File: src/rtl/pc_pkg.sv
// pc_pkg: definitions shared by the program-counter unit and its return-address stack.
//   nxt_sel_e     - identifies which source wins the next-PC select
//   DEF_RESET_PC  - default PC loaded by reset
//   DEF_EXC_VEC   - default exception vector
//   step_f/sh_f   - PC increment and offset shift for the chosen addressing mode
package pc_pkg;

   typedef enum logic [2:0] {
      SEL_SEQ,
      SEL_BR,
      SEL_JMP,
      SEL_JR,
      SEL_RET,
      SEL_EXC
   } nxt_sel_e;

   localparam logic [31:0] DEF_RESET_PC = 32'h0000_0000;
   localparam logic [31:0] DEF_EXC_VEC  = 32'h0000_0080;

   // Byte addressing steps one 4-byte instruction; word addressing steps 1.
   function automatic int step_f(input bit byte_addr);
      return byte_addr ? 4 : 1;
   endfunction

   // Branch and jump offsets are in instructions, so they scale by the step.
   function automatic int sh_f(input bit byte_addr);
      return byte_addr ? 2 : 0;
   endfunction

endpackage

File: src/rtl/pc_unit_ras_stack.sv
// ras_stack: circular return-address stack.
//   i_clk, i_reset  - clock and synchronous active-high reset
//   i_push, i_pop   - push i_din / pop the top entry (never both in one cycle)
//   i_din           - address to push
//   o_top           - most recently pushed entry
//   o_empty, o_full - occupancy flags
//   o_ovf_set       - a push is happening while full (the oldest entry is lost)
module ras_stack #(
   parameter int AW        = 32,
   parameter int RAS_DEPTH = 4
) (
   input  logic          i_clk,
   input  logic          i_reset,
   input  logic          i_push,
   input  logic          i_pop,
   input  logic [AW-1:0] i_din,
   output logic [AW-1:0] o_top,
   output logic          o_empty,
   output logic          o_full,
   output logic          o_ovf_set
);

   localparam int PW = $clog2(RAS_DEPTH);

   logic [AW-1:0] r_mem [RAS_DEPTH];
   logic [PW-1:0] r_ptr;   // next slot to write
   logic [PW:0]   r_cnt;
   logic [PW-1:0] w_top_idx;

   assign w_top_idx = r_ptr - PW'(1);
   assign o_top     = r_mem[w_top_idx];
   assign o_empty   = (r_cnt == '0);
   assign o_full    = (r_cnt == (PW+1)'(RAS_DEPTH));
   assign o_ovf_set = i_push & o_full;

   always_ff @(posedge i_clk) begin
      if (i_reset) begin
         r_ptr <= '0;
         r_cnt <= '0;
      end else if (i_push) begin
         r_ptr <= r_ptr + PW'(1);
         // When full, the write pointer sits on the oldest entry, so the push
         // overwrites it and the count saturates.
         if (!o_full) r_cnt <= r_cnt + (PW+1)'(1);
      end else if (i_pop) begin
         r_ptr <= w_top_idx;
         r_cnt <= r_cnt - (PW+1)'(1);
      end
   end

   // Storage needs no reset: entries are only read when the count says valid.
   always_ff @(posedge i_clk) begin
      if (i_push) r_mem[r_ptr] <= i_din;
   end

endmodule

File: src/rtl/pc_unit.sv
// pc_unit: program counter and next-PC selection for the MIPS core.
//   i_clk, i_reset          - clock, synchronous active-high reset
//   i_stall                 - hold PC, EPC and RAS
//   i_exc_req               - redirect to EXC_VEC, capture EPC
//   i_beq, i_bne, i_zero    - conditional branch controls and ALU zero flag
//   i_imm16                 - signed branch offset in instructions
//   i_jump, i_jal, i_jidx   - absolute jump (jal also pushes the link address)
//   i_jr, i_ret, i_jr_target- register jump; ret pops the RAS instead
//   o_pc, o_pc_plus, o_epc  - current PC, PC + step, exception PC
//   o_ras_miss              - ret taken with an empty RAS (this cycle)
//   o_ras_overflow          - sticky: a push happened with the RAS full
module pc_unit
   import pc_pkg::*;
#(
   parameter int          AW        = 32,
   parameter logic [AW-1:0] RESET_PC = AW'(DEF_RESET_PC),
   parameter logic [AW-1:0] EXC_VEC  = AW'(DEF_EXC_VEC),
   parameter int          BYTE_ADDR = 1,
   parameter int          RAS_DEPTH = 4
) (
   input  logic          i_clk,
   input  logic          i_reset,
   input  logic          i_stall,
   input  logic          i_exc_req,
   input  logic          i_beq,
   input  logic          i_bne,
   input  logic          i_zero,
   input  logic [15:0]   i_imm16,
   input  logic          i_jump,
   input  logic          i_jal,
   input  logic [25:0]   i_jidx,
   input  logic          i_jr,
   input  logic          i_ret,
   input  logic [AW-1:0] i_jr_target,
   output logic [AW-1:0] o_pc,
   output logic [AW-1:0] o_pc_plus,
   output logic [AW-1:0] o_epc,
   output logic          o_ras_miss,
   output logic          o_ras_overflow
);

   localparam int STEP = step_f(BYTE_ADDR != 0);
   localparam int SH   = sh_f(BYTE_ADDR != 0);
   // Bits of the jump target supplied by jidx (plus the zero shift bits);
   // everything above comes from pc_plus.
   localparam logic [AW-1:0] JMASK = (AW'(1) << (26 + SH)) - AW'(1);

   logic [AW-1:0] r_pc;
   logic [AW-1:0] r_epc;
   logic          r_ovf;

   logic [AW-1:0] w_pc_plus;
   logic [AW-1:0] w_imm_sext;
   logic [AW-1:0] w_br_tgt;
   logic [AW-1:0] w_jmp_tgt;
   logic [AW-1:0] w_nxt;
   logic [AW-1:0] w_ras_top;
   logic          w_ras_empty;
   logic          w_ras_full;
   logic          w_ras_ovf_set;
   logic          w_taken;
   logic          w_adv;
   logic          w_push;
   logic          w_pop;
   nxt_sel_e      w_sel;

   assign w_pc_plus  = r_pc + AW'(STEP);
   assign w_imm_sext = {{(AW-16){i_imm16[15]}}, i_imm16};
   assign w_br_tgt   = w_pc_plus + (w_imm_sext << SH);
   assign w_jmp_tgt  = (w_pc_plus & ~JMASK) | (AW'(i_jidx) << SH);
   assign w_taken    = (i_beq & i_zero) | (i_bne & ~i_zero);

   // Priority: exc > (stall) > ret > jr > jal/jump > branch > sequential.
   // Stall is applied at the registers so the select itself stays simple.
   always_comb begin
      w_sel = SEL_SEQ;
      if      (i_exc_req)       w_sel = SEL_EXC;
      else if (i_ret)           w_sel = SEL_RET;
      else if (i_jr)            w_sel = SEL_JR;
      else if (i_jal || i_jump) w_sel = SEL_JMP;
      else if (w_taken)         w_sel = SEL_BR;
   end

   always_comb begin
      w_nxt = w_pc_plus;
      case (w_sel)
         SEL_EXC: w_nxt = EXC_VEC;
         SEL_RET: w_nxt = w_ras_empty ? i_jr_target : w_ras_top;
         SEL_JR:  w_nxt = i_jr_target;
         SEL_JMP: w_nxt = w_jmp_tgt;
         SEL_BR:  w_nxt = w_br_tgt;
         default: w_nxt = w_pc_plus;
      endcase
   end

   // A normal (non-exception, non-stalled) advance; only then may the RAS move.
   assign w_adv  = ~i_reset & ~i_exc_req & ~i_stall;
   assign w_push = w_adv & (w_sel == SEL_JMP) & i_jal;
   assign w_pop  = w_adv & (w_sel == SEL_RET) & ~w_ras_empty;

   ras_stack #(
      .AW        (AW),
      .RAS_DEPTH (RAS_DEPTH)
   ) u_ras (
      .i_clk     (i_clk),
      .i_reset   (i_reset),
      .i_push    (w_push),
      .i_pop     (w_pop),
      .i_din     (w_pc_plus),
      .o_top     (w_ras_top),
      .o_empty   (w_ras_empty),
      .o_full    (w_ras_full),
      .o_ovf_set (w_ras_ovf_set)
   );

   always_ff @(posedge i_clk) begin
      if (i_reset) begin
         r_pc  <= RESET_PC;
         r_epc <= '0;
         r_ovf <= 1'b0;
      end else begin
         if (i_exc_req) begin
            r_pc  <= EXC_VEC;
            r_epc <= r_pc;
         end else if (!i_stall) begin
            r_pc <= w_nxt;
         end
         if (w_ras_ovf_set) r_ovf <= 1'b1;
      end
   end

   assign o_pc           = r_pc;
   assign o_pc_plus      = w_pc_plus;
   assign o_epc          = r_epc;
   assign o_ras_miss     = w_adv & (w_sel == SEL_RET) & w_ras_empty;
   assign o_ras_overflow = r_ovf;

endmodule

File: config.mk
export PLATFORM = sky130hd
export DESIGN_NAME = pc_unit
export DESIGN_NICKNAME = d
export VERILOG_FILES = /design/src/rtl/pc_pkg.sv /design/src/rtl/pc_unit_ras_stack.sv /design/src/rtl/pc_unit.sv
export SDC_FILE = /design/constraint.sdc
export NUM_CORES = 1
export LEC_CHECK = 0
export CAP_MARGIN = 20
export CORE_ASPECT_RATIO = 1.75
export CORE_MARGIN = 10
export CORE_UTILIZATION = 54
export CTS_CLUSTER_SIZE = 12
export DETAILED_ROUTE_END_ITERATION = 10
export PLACE_DENSITY = 0.91
export SLEW_MARGIN = 15
export SYNTH_ARGS = -nofsm -noshare
export SYNTH_HDL_FRONTEND = slang
export SYNTH_SLANG_ARGS = --single-unit
export TNS_END_PERCENT = 5
File: constraint.sdc
create_clock -name i_clk -period 5.5 [get_ports i_clk]
set_input_delay 0.825 -clock i_clk [delete_from_list [all_inputs] [get_ports i_clk]]
set_output_delay 0.825 -clock i_clk [all_outputs]
set_load 0.03 [all_outputs]
==> out/metrics.yaml, run 1 <==
critical_path:
  cpPeakStageDelay_ns: 0.53
  crit_fanout: 8
  crit_type: "flop to flop"
  critPathLaunchType: "flop"
  timing.rr.start: "o_pc[2]$_SDFFE_PP0N_"
  cp_top_family: "compound AO/OA/AOI/OAI gates"
  cp.arrival_ns: 5.27
  cp.required_ns: 5.84
  r2r_end: "o_pc[27]$_SDFFE_PP0N_"
  crit_chain: "ha_1 -> nand4_1 -> nor4_2 -> and4_1 -> nand3_1 -> xnor2_1 -> ha_1 -> and3_1 -> a211oi_1 -> o2111ai_1 -> a211oi_1 -> o21ai_0 -> a211o_1 -> a31oi_1 -> o21ai_1"
  critical-path-slowest-cell: "a211oi_1"
  worst_setup_path_end_kind: "flop"
  rr_worst_depth: 15
  r2r_slack_ns: 0.56
  cp_num_buf_inv: 0
clock_tree:
  clock_sinks: 198
  cts_tree: "yes"
  clk_latency_ns: 0.45
  cts_root_buf: "clkbuf_16"
  cts.reportedPaths.clkPinSlew_ns: 0.07
  cts_max_path_buffers: 2
  cts_hold_buffers: 0
  cts_buffers: 17
  post_cts_buffers: 0
  cts.htree.levels: 4
  post_cts_resized: 0
pwr:
  power_density_nw_per_um2: 253
  leakagePower_nw: 4.86
  ir_worst_vdd_mv: 0.240
worst_hold_path:
  whs_path_depth: 2
  hold_path_startpoint: "o_ras_overflow$_SDFFE_PP0P_"
  hp-class: "flop to flop"
  hold_end: "o_ras_overflow$_SDFFE_PP0P_"
sta:
  worstMarginPinSlew_ns: 0.991
  max_freq_ghz: 0.203
  hold_viol_final: 0
  setup_viol: 0
  rsz0062_at_grt: "no"
  finalCritPeriodShare_pct: 89.7
  min_period_ns: 4.94
  setup_tns_ns: 0
  slew-limit-headroom_pct: 33.7
  setup_ws_ns: 0.564
  finalMaxSlewViolations: 0
  finClkSkew_ns: 0.0114
routing:
  postRouteAntennaNets: 0
  vias: 9145
  vias_per_cell: 6.72
  drc: 0
  drt_wl_total_um: 36000
  drt_pass1_iterations: 6
  drt-initial-drc-count: 969
  wire_per_inst_um: 26.5
synthesis:
  ys_types: 73
  async_flop_share_pct: 0
  synthFlopType: "edfxtp_1"
  synth_nets: 1066
  synth-seq-cells: 198
  yosys_warnings: 0
  synth_enable_flop_cells: 128
  synth_area_leaders: "edfxtp_1, dfxtp_1, mux4_2"
  ys_seq_area_share_pct: 49.5
  syn_area_sq_um: 10600
  synth_area_per_cell_sq_um: 11.3
  syn-instance-count: 940
  synth_top_area_share_pct: 36.3
  yosys.area.top_type: "edfxtp_1"
placement:
  place_congestion: 0.975
  place_area_sq_um: 12600
  hpwl_um: 25200
  place_ws_ns: 0.732
  port_buffers: 182
floorplanning:
  start_util_pct: 55.2
  dieArea_sq_um: 25800
  pin_count: 183
  dieHeight_um: 205
  num_rows: 67
  fp.coreArea_sq_um: 19200
  die-width_um: 126
global_routing:
  antenna_found_initial: 0
  grt_pass1_wl_um: 54300
  grtUsageTotal_pct: 27.2
  grt_remaining_overflow: 0
  grt_max_degree: 42
  grt_pass1_vias: 9349
cells_and_area:
  multi_input_area_sq_um: 5020
  post-route-util_pct: 69.2
  seq_area_sq_um: 5250
  layout_common_cells: "clkdlybuf4s50_1, edfxtp_1, nor2_1"
  fillCellCount: 1326
  nNetsFinal: 1231
  areaGrowthSynthToFinish_pct: 25.4
  layout-drive-gt1-share_pct: 9.84
  mostFrequentLayoutCell: "clkdlybuf4s50_1"
  final_cell_area_sq_um: 13300
job:
  maxCapViolations: 0
outcome:
  status: "finished, final reports clean"
## stage by stage
step	std cells	hold slack, ns	total power [mW]
final	1360	0.481	3.36
after detailed placement	1327	0.466	2.03
after floorplan	940	0.502	1.85
after CTS	1359	0.484	3.36
after global routing	1359	0.521	3.45
after global placement	1327	0.451	2.03
## synthesized netlist by cell type (21+ instances only)
master and count:
a221oi_1 21, ha_1 39, dfxtp_1 70, a21o_1 23
mux2i_1 39, a21oi_1 62, nand3_1 21, mux4_2 32
xnor2_1 37, edfxtp_1 128, inv_1 22, nand2_1 57
nor2_1 85, o21ai_0 46, clkbuf_1 36
## where the power goes
| part | leakage (nW) | internal [mW] | switching, mW | total (mW) |
|---|---|---|---|---|
| Sequential | 1.72 | 1.58 | 0.0185 | 1.60 |
| Clock | 0.303 | 0.756 | 0.595 | 1.35 |
| Combinational | 2.83 | 0.177 | 0.232 | 0.409 |
| Total | 4.86 | 2.52 | 0.845 | 3.36 |
## state kept, by name, summed over array words and instances (netlist names), named ones only
register        count
u_ras.r_ptr         2
o_ras_overflow      1
u_ras.r_mem       128
o_epc              32
o_pc               30
u_ras.r_cnt         3
## layer usage
layer	global-route usage, %	share of wire, %	up-vias	wire (um)
met3	5.87	9.0	158	3230
met1	28.4	33	4457	11900
li1	-	-	3932	-
met4	17.8	6.5	0	2340
met2	48.1	51	598	18500
met5	0	0	-	0
## cell families (layout without fill, tap and decap cells)
logic type      count (synthesis)  count (layout)  synth area share [%]
mux                            73              73                  10.7
xor+xnor                       51              51                  4.22
flops                         198             198                  49.5
compound gates                246             246                  15.9
simple gates                  249             249                  11.5
other cells                     0               1                     0
buf+inv                        82             260                  3.19
fa+ha+maj                      41              41                  4.98
## final cells by class
cell class | count | area share (%)
Tap cell | 241 | 2.27
Inverter | 23 | 0.650
Clock inverter | 14 | 1.41
Antenna cell | 1 | 0.0188
Multi-Input combinational cell | 660 | 37.8
Sequential cell | 198 | 39.5
Timing Repair Buffer | 205 | 14.9
Clock buffer | 18 | 3.39
## worst max-delay path by stage
stage | startpoint | end | slack (ns) | cells past startpoint
6_report | o_pc[2]$_SDFFE_PP0N_ | o_pc[27]$_SDFFE_PP0N_ | 0.56 | 15
3_5_place_dp | o_pc[2]$_SDFFE_PP0N_ | o_pc[27]$_SDFFE_PP0N_ | 0.73 | 15
4_1_cts | o_pc[2]$_SDFFE_PP0N_ | o_pc[27]$_SDFFE_PP0N_ | 0.69 | 15
2_1_floorplan | o_pc[4]$_SDFFE_PP0N_ | o_pc[26]$_SDFFE_PP0N_ | 0.94 | 15
3_3_place_gp | o_pc[2]$_SDFFE_PP0N_ | o_pc[31]$_SDFFE_PP0N_ | 1.03 | 15
5_1_grt | o_pc[2]$_SDFFE_PP0N_ | o_pc[27]$_SDFFE_PP0N_ | 0.24 | 15
## worst reg2reg max path, stage by stage (launching register included)
cell	delay (ns)
dfxtp_1	0.46
ha_1	0.31
nand4_1	0.23
nor4_2	0.47
and4_1	0.29
nand3_1	0.15
xnor2_1	0.50
ha_1	0.39
and3_1	0.17
a211oi_1	0.23
o2111ai_1	0.19
a211oi_1	0.53
o21ai_0	0.32
a211o_1	0.35
a31oi_1	0.18
o21ai_1	0.07
Power figures use the tool's default switching activity.
==> inputs of run 2 (changes only) <==
- CTS_CLUSTER_SIZE: 12 -> not set
==> results of run 2 <==
Same layout as run 1: the final DEF is identical, and so are final timing and power.
